File: config.mk
export PLATFORM = sky130hd
export DESIGN_NAME = ez8_loader
export DESIGN_NICKNAME = d
export VERILOG_FILES = /design/src/rtl/ez8_loader.sv
export SDC_FILE = /design/constraint.sdc
export NUM_CORES = 1
export LEC_CHECK = 0
export ABC_AREA = 1
export CAP_MARGIN = 10
export CORE_UTILIZATION = 50
export CTS_CLUSTER_DIAMETER = 40
export DETAILED_ROUTE_END_ITERATION = 10
export GPL_ROUTABILITY_DRIVEN = 0
export PLACE_DENSITY = 0.85
export SETUP_SLACK_MARGIN = 0.3
export SYNTH_ARGS = -nofsm -noshare
export SYNTH_HDL_FRONTEND = slang
export SYNTH_SLANG_ARGS = --single-unit
File: constraint.sdc
create_clock -name clk -period 2.95 [get_ports clk]
set_clock_uncertainty 0.1 [all_clocks]
set_input_delay 0.7375 -clock clk [delete_from_list [all_inputs] [get_ports clk]]
set_output_delay 0.7375 -clock clk [all_outputs]
set_load 0.01 [all_outputs]
File: src/rtl/ez8_loader.sv
// ez8_loader: packs a host byte stream into 16-bit words, writes them to instruction memory from address 0, holds the CPU in reset until the load completes
module ez8_loader #(
  parameter int ADDR_WIDTH = 12
) (
  input  logic                  clk,
  input  logic                  reset,
  input  logic                  load_start,
  input  logic [ADDR_WIDTH-1:0] load_last,
  input  logic                  load_abort,
  input  logic                  host_valid,
  input  logic [7:0]            host_data,
  output logic                  host_ready,
  output logic [ADDR_WIDTH-1:0] instr_writeaddr,
  output logic [15:0]           instr_writedata,
  output logic                  instr_write_en,
  output logic                  cpu_reset,
  output logic                  busy,
  output logic                  done,
  output logic [7:0]            checksum
);
  typedef enum logic [2:0] {IDLE, HI, LO, WR, DONE} state_t;
  state_t state_q, state_d;
  logic [ADDR_WIDTH-1:0] last_q, last_d, cnt_q, cnt_d, addr_q, addr_d;
  logic [7:0] hi_q, hi_d, sum_q, sum_d;
  logic [15:0] data_q, data_d;
  logic cpu_rst_q, cpu_rst_d;
  logic hs;
  assign host_ready = state_q == HI || state_q == LO;
  assign busy = state_q == HI || state_q == LO || state_q == WR;
  assign done = state_q == DONE;
  assign instr_write_en = state_q == WR && !load_abort;
  assign instr_writeaddr = addr_q;
  assign instr_writedata = data_q;
  assign cpu_reset = cpu_rst_q;
  assign checksum = sum_q;
  assign hs = host_valid && host_ready;
  always_comb begin
    state_d = state_q;
    last_d = last_q;
    cnt_d = cnt_q;
    addr_d = addr_q;
    hi_d = hi_q;
    sum_d = sum_q;
    data_d = data_q;
    cpu_rst_d = cpu_rst_q;
    case (state_q)
      IDLE: if (load_start) begin
        last_d = load_last;
        cnt_d = '0;
        sum_d = '0;
        cpu_rst_d = 1'b1;
        state_d = HI;
      end
      HI: if (load_abort) state_d = IDLE;
        else if (hs) begin
          hi_d = host_data;
          sum_d = sum_q + host_data;
          state_d = LO;
        end
      LO: if (load_abort) state_d = IDLE;
        else if (hs) begin
          data_d = {hi_q, host_data};
          addr_d = cnt_q;
          sum_d = sum_q + host_data;
          state_d = WR;
        end
      WR: if (load_abort) state_d = IDLE;
        else if (cnt_q == last_q) state_d = DONE;
        else begin
          cnt_d = cnt_q + 1'b1;
          state_d = HI;
        end
      DONE: begin
        cpu_rst_d = 1'b0;
        state_d = IDLE;
      end
      default: state_d = IDLE;
    endcase
  end
  always_ff @(posedge clk) begin
    if (reset) begin
      state_q <= IDLE;
      last_q <= '0;
      cnt_q <= '0;
      addr_q <= '0;
      hi_q <= '0;
      sum_q <= '0;
      data_q <= '0;
      cpu_rst_q <= 1'b1;
    end else begin
      state_q <= state_d;
      last_q <= last_d;
      cnt_q <= cnt_d;
      addr_q <= addr_d;
      hi_q <= hi_d;
      sum_q <= sum_d;
      data_q <= data_d;
      cpu_rst_q <= cpu_rst_d;
    end
  end
endmodule

After elaboration in Yosys (flattened, before gate mapping):

Cells that the tools add are included.

* flip-flop bits (word level): 72
* latch bits: 0
* bits in writable memories: 0
* memory bits (read-only): 0
* input port bits: 25
* memories: 0

* add/sub/neg operators: 2
* multipliers: 0
* divide/modulo/power cells: 0
* order comparisons: 0
* eq/ne operators: 12
* shift-type cells: 0
* muxes and demuxes: 18
* bitwise operators: 1
* reductions and logical operators: 17

Operators with widths (count)
* 12-bit two-way mux: 3
* 8-bit two-way mux: 3
* 12-bit one-hot mux with 2 select lines: 1
* 3-bit two-way mux: 7
* 8-bit one-hot mux with 2 select lines: 1
* 12-bit by 1-bit adder with 12-bit output (second input constant): 1
* 12-bit == test: 1
* 3-bit one-hot mux with 4 select lines: 1
* 3-bit AND reduction: 3
* 8-bit adder: 1
* 2-bit != test (second input constant): 4
* 4-bit AND reduction: 2
* 3-bit by 2-bit == test with 1-bit output (second input constant): 2
* 3-bit != test (second input constant): 2
* 2-bit nonzero test: 3
* 2-bit AND reduction: 2
* 3-bit by 1-bit == test with 1-bit output (second input constant): 1
* 3-bit == test (second input constant): 1
* 3-bit logical NOT: 1
* 1-bit logical AND: 2
* 1-bit logical OR: 2
* 2-bit by 1-bit != test with 1-bit output (second input constant): 1
* 1-bit one-hot mux with 2 select lines: 1
* 2-bit OR reduction: 1
* other kinds (3): 3

Longest topological paths before layout:

* depth after elaboration: 6
* mapped depth: 12
* mapped depth without buffers: 12

Worst setup path after synthesis:

OpenSTA, ideal clock, no wires.

* path type: input-to-reg
* start: input port host_data[0]
* end: register sum_q[6] (netlist: checksum[6])
* arrival: 1.885 ns
* setup slack: 0.833 ns
* cell stages on the path: 12
* buffers on the path: 0
* path through: ha_1 inv_1 fa_1 inv_1 nand3_1 nand2_1 nand2_1 nand2_1 a21oi_1 nand2b_1 nand3_1 a21oi_1

* word-level cells in the longest chain between the ends: 4

Ends and longest elaborated chain
* from (decl): line 11 `input logic [7:0] host_data,`
* 8-bit adder: line 57, 64
* 8-bit two-way mux: line 55, 61
* 8-bit two-way mux: line 60 `LO: if (load_abort) state_d = IDLE;`
* 8-bit one-hot mux with 2 select lines: line 46 `case (state_q)`
* to (signal assigned): line 96 `sum_q <= sum_d;`
* to (decl): line 24 `logic [7:0] hi_q, hi_d, sum_q, sum_d;`

No other way between the ends. The select of a mux whose other input is x is not followed.
A chain may end at the register's enable or synchronous reset.

Worst setup path in the final report:

* start: register state_q[0]
* end: output port host_ready

* word-level cells in the longest chain between the ends: 2

Ends and longest elaborated chain
* from (decl): line 22 `state_t state_q, state_d;`
* from (signal assigned): line 91 `state_q <= state_d;`
* 3-bit by 1-bit == test with 1-bit output / 3-bit by 2-bit == test with 1-bit output (equally long branches): line 28 `assign host_ready = state_q == HI || state_q == LO;`
* 1-bit logical OR (*): line 28
* to (decl): line 12 `output logic host_ready,`

Every way passes the cells marked *; elsewhere a longest branch is shown, timed or not.

==> PnR_summary.wiki <==
{| class="wikitable"
! Metric !! Value
|-
| Final setup violating endpoints || 0
|-
| Min-Delay Path Class || flop to flop
|-
| Unique masters post-synth || 32
|-
| Type of the setup path with the least slack || flop to primary output
|-
| Number of global-route vias before repair || 2923
|-
| Deepest clock path buffer count || 2
|-
| Reg-to-reg endpoint || cnt_q[0]
|-
| Worst-skew pair later-pin latency || 0.33 ns
|-
| Buffering stage count on the worst path with inverters included || 2
|-
| Top-level port count || 66
|-
| Element type at the critical path end || primary output
|-
| Number of fillers in the final layout || 530
|-
| Count of final hold-check violations || 0
|-
| Syn Nets || 501
|-
| Library cell used as clock root buffer || sky130_fd_sc_hd__clkbuf_8
|-
| Antenna cell count || 0
|-
| Chip Height || 83.6 um
|-
| Overflow left after global routing || 0
|-
| Initial antenna violation count || 0
|-
| Least-Margin Pin Slew || 0.404 ns
|-
| Layout cell share with drive strength beyond 1 || 7.64%
|-
| Area share of the largest cell type after synthesis || 43.3%
|-
| Total negative slack || 0 ns
|-
| Highest cell delay on the worst timing path || 0.54 ns
|-
| Detailed placer's ending HPWL || 5630 um
|-
| Post-synthesis sequential area ratio || 43.3%
|-
| Data arrival time at the worst-slack endpoint || 1.73 ns
|-
| Origin of the worst min-delay path || last_q[7]
|-
| Worst reg2reg path depth || 10
|-
| Final slew viol count || 0
|-
| Total CTS buffers || 9
|-
| Startpoint class of the critical path || flop
|-
| PwrDens || 489 nW/um^2
|-
| Tcrit/Tclk final || 87.1%
|-
| H-tree Lvls || 3
|-
| I/O Buffers || 65
|-
| Total die area || 6990 um^2
|-
| Worst Setup Slack post-DPL || 0.155 ns
|-
| Die extent in x || 83.6 um
|-
| RSZ-0062 raised after global routing || false
|-
| Worst Slack Setup Final || 0.382 ns
|-
| Max capacitance violation total || 0
|-
| F_max || 389 MHz
|-
| Largest net degree at the start of global routing || 51
|-
| Maximum VDD drop || 322 uV
|-
| DRC viols || 0
|-
| Area of the core || 6390 um^2
|-
| Top cells by area, synth || sky130_fd_sc_hd__dfxtp_1 43%, sky130_fd_sc_hd__nand2_1 8.9%, sky130_fd_sc_hd__a21oi_1 8.0%
|-
| Required time at the endpoint of the critical path || 2.11 ns
|-
| Std-Cell Rows || 29
|-
| Worst-case hold path end point || last_q[7]
|-
| Post-route minimum period || 2.57 ns
|-
| Warnings from Yosys || 0
|-
| Dominant cell type by area after synthesis || sky130_fd_sc_hd__dfxtp_1
|-
| Reg-to-reg critical path startpoint || cnt_q[8]
|-
| Wire length per cell after detailed routing || 13.0 um
|-
| Number of synthesized register bits || 72
|-
| Net count of the finished layout || 566
|-
| Top delay family on crit path || buffers and inverters
|-
| Post-detailed-route via-to-cell ratio || 5.23
|-
| Final wirelength || 7950 um
|-
| Effective utilization at floorplan || 52.2%
|-
| Flop2flop setup slack || 1.00 ns
|-
| Overall Power || 2.07 mW
|-
| Post-route ant nets || 0
|-
| Number of clock sinks || 72
|-
| Post-CTS Setup Inserts || 0
|-
| Result of the run || finished, final reports clean
|-
| Routed via count || 3213
|-
| First drt pass iteration count || 4
|-
| Critical Path Fanout Max || 4
|-
| Iteration-0 DRC count of the detailed router || 228
|-
| Slew margin rel. || 73.1%
|-
| Area growth from synthesis to layout || 26.9%
|-
| Leakage power summed over all cells || 1.66 nW
|-
| All-Layer GR Usage || 23.2%
|-
| Post-CTS clock slew at the launch and capture registers of the worst setup and hold paths || 0.07 ns
|-
| Global-route wire length before repair || 13400 um
|-
| Critical-path cell list || inv_1, nor3_2, or2_2, clkdlybuf4s50_1
|-
| TritonCTS clock tree || yes
|-
| Summed instance area of the synthesized netlist || 3330 um^2
|-
| Cell depth of the worst hold path || 2
|-
| Post-synthesis area per instance || 7.13 um^2
|-
| Hold-fix buffers, CTS || 0
|-
| Highest-delay cell along the critical path || sky130_fd_sc_hd__clkdlybuf4s50_1
|-
| Synthesized instance count || 467
|}
-- worst min-delay path: stages, from the launching register on --
cell	delay (ns)
sky130_fd_sc_hd__dfxtp_1	0.32
sky130_fd_sc_hd__inv_1	0.05
sky130_fd_sc_hd__a21oi_1	0.05
-- flip-flops by register name, summed over array words and instances (netlist names) --
signal and cells:
checksum 8, cnt_q 12, cpu_reset 1, hi_q 8, instr_writeaddr 12, instr_writedata 16, last_q 12, state_q 3
-- logic make-up after synthesis --
logic type | after synthesis | share of synthesized area, %
xor+xnor | 12 | 3.15
compound gates | 108 | 16.4
fa+ha+maj | 9 | 3.61
flops | 72 | 43.3
simple gates | 197 | 25.3
buf+inv | 69 | 8.22
-- cells in the mapped netlist --
cell,instances
sky130_fd_sc_hd__nor3_2,2
sky130_fd_sc_hd__a21oi_1,53
sky130_fd_sc_hd__xor2_1,8
sky130_fd_sc_hd__nand3_2,1
sky130_fd_sc_hd__nand2_1,79
sky130_fd_sc_hd__nor3_1,6
sky130_fd_sc_hd__o21ai_0,48
sky130_fd_sc_hd__nor3b_1,1
sky130_fd_sc_hd__clkinv_1,2
sky130_fd_sc_hd__fa_1,1
sky130_fd_sc_hd__nand3b_1,1
sky130_fd_sc_hd__nand3_1,29
sky130_fd_sc_hd__nand2_2,3
sky130_fd_sc_hd__inv_2,7
sky130_fd_sc_hd__dfxtp_1,72
sky130_fd_sc_hd__xnor2_1,4
sky130_fd_sc_hd__ha_1,8
sky130_fd_sc_hd__nor2_1,64
sky130_fd_sc_hd__or2_2,4
sky130_fd_sc_hd__a31oi_1,1
sky130_fd_sc_hd__nor4_1,1
sky130_fd_sc_hd__buf_1,1
sky130_fd_sc_hd__buf_6,1
sky130_fd_sc_hd__inv_1,42
sky130_fd_sc_hd__o22ai_1,1
sky130_fd_sc_hd__clkbuf_1,10
sky130_fd_sc_hd__nand2b_1,1
sky130_fd_sc_hd__a21oi_2,1
sky130_fd_sc_hd__o21ai_1,4
sky130_fd_sc_hd__buf_2,6
sky130_fd_sc_hd__nor2_2,2
sky130_fd_sc_hd__nand4_1,3
-- how the worst max path moves through the flow --
stage	start	to	slack, ns	cells past startpoint
after detailed placement	host_data[0]	checksum[6]	0.15	13
after floorplan	host_data[0]	checksum[6]	0.83	12
after global placement	host_data[0]	checksum[6]	0.26	13
final	state_q[0]	host_ready	0.38	4
after CTS	state_q[0]	host_ready	0.36	4
after global routing	state_q[0]	host_ready	0.31	4
-- final cells by class --
type                            instances  area [um^2]  share of cell area, %
Sequential cell                        72         1440                   34.1
Multi-Input combinational cell        326         1620                   38.3
Clock buffer                           14          163                   3.85
Timing Repair Buffer                   72          702                   16.6
Tap cell                               77         96.3                   2.28
Clock inverter                          2         13.8                  0.325
Inverter                               51          191                   4.53
-- report_power, final --
part	switching, mW	leakage [nW]	internal, mW
registers	0.0291	0.584	1.01
logic	0.193	0.990	0.131
clock network	0.348	0.0907	0.353
-- placed cells by master (no fill, tap or decap), types with 2 or more instances in the layout --
cell type	instances
sky130_fd_sc_hd__a21oi_1	53
sky130_fd_sc_hd__buf_4	7
sky130_fd_sc_hd__clkbuf_1	3
sky130_fd_sc_hd__clkbuf_8	11
sky130_fd_sc_hd__clkdlybuf4s50_1	64
sky130_fd_sc_hd__clkinv_1	2
sky130_fd_sc_hd__dfxtp_1	72
sky130_fd_sc_hd__ha_1	8
sky130_fd_sc_hd__inv_1	42
sky130_fd_sc_hd__inv_2	7
sky130_fd_sc_hd__nand2_1	79
sky130_fd_sc_hd__nand2_2	3
sky130_fd_sc_hd__nand3_1	29
sky130_fd_sc_hd__nand4_1	3
sky130_fd_sc_hd__nor2_1	64
sky130_fd_sc_hd__nor2_2	2
sky130_fd_sc_hd__nor3_1	5
sky130_fd_sc_hd__nor3_2	3
sky130_fd_sc_hd__o21ai_0	48
sky130_fd_sc_hd__o21ai_1	4
sky130_fd_sc_hd__or2_2	4
sky130_fd_sc_hd__xnor2_1	4
sky130_fd_sc_hd__xor2_1	8
-- metal layers --
layer | vias to the layer above | track usage (%) | share of wire [%] | wire, um
met5 | - | 0 | 0 | 0
met4 | 0 | 7.40 | 1.2 | 97
met3 | 11 | 3.46 | 4.3 | 343
met2 | 90 | 36.9 | 45 | 3590
met1 | 1471 | 32.5 | 49 | 3920
li1 | 1641 | - | - | -
-- metrics by stage --
step,util (%),hold slack (ns),std cells,cell area (um^2)
final,66.2,0.364,614,4230
after global placement,63.4,0.349,598,4050
after floorplan,-,0.336,467,3330
after CTS,66.1,0.366,614,4220
after global routing,66.2,0.393,614,4230
after detailed placement,63.4,0.354,598,4050
-- what timing repair did --
action,CTS,global route
resized for setup,1,1
cloned,0,0
endpoints found under the setup margin,1,1
Note: power is estimated with default switching activity, not from simulation.
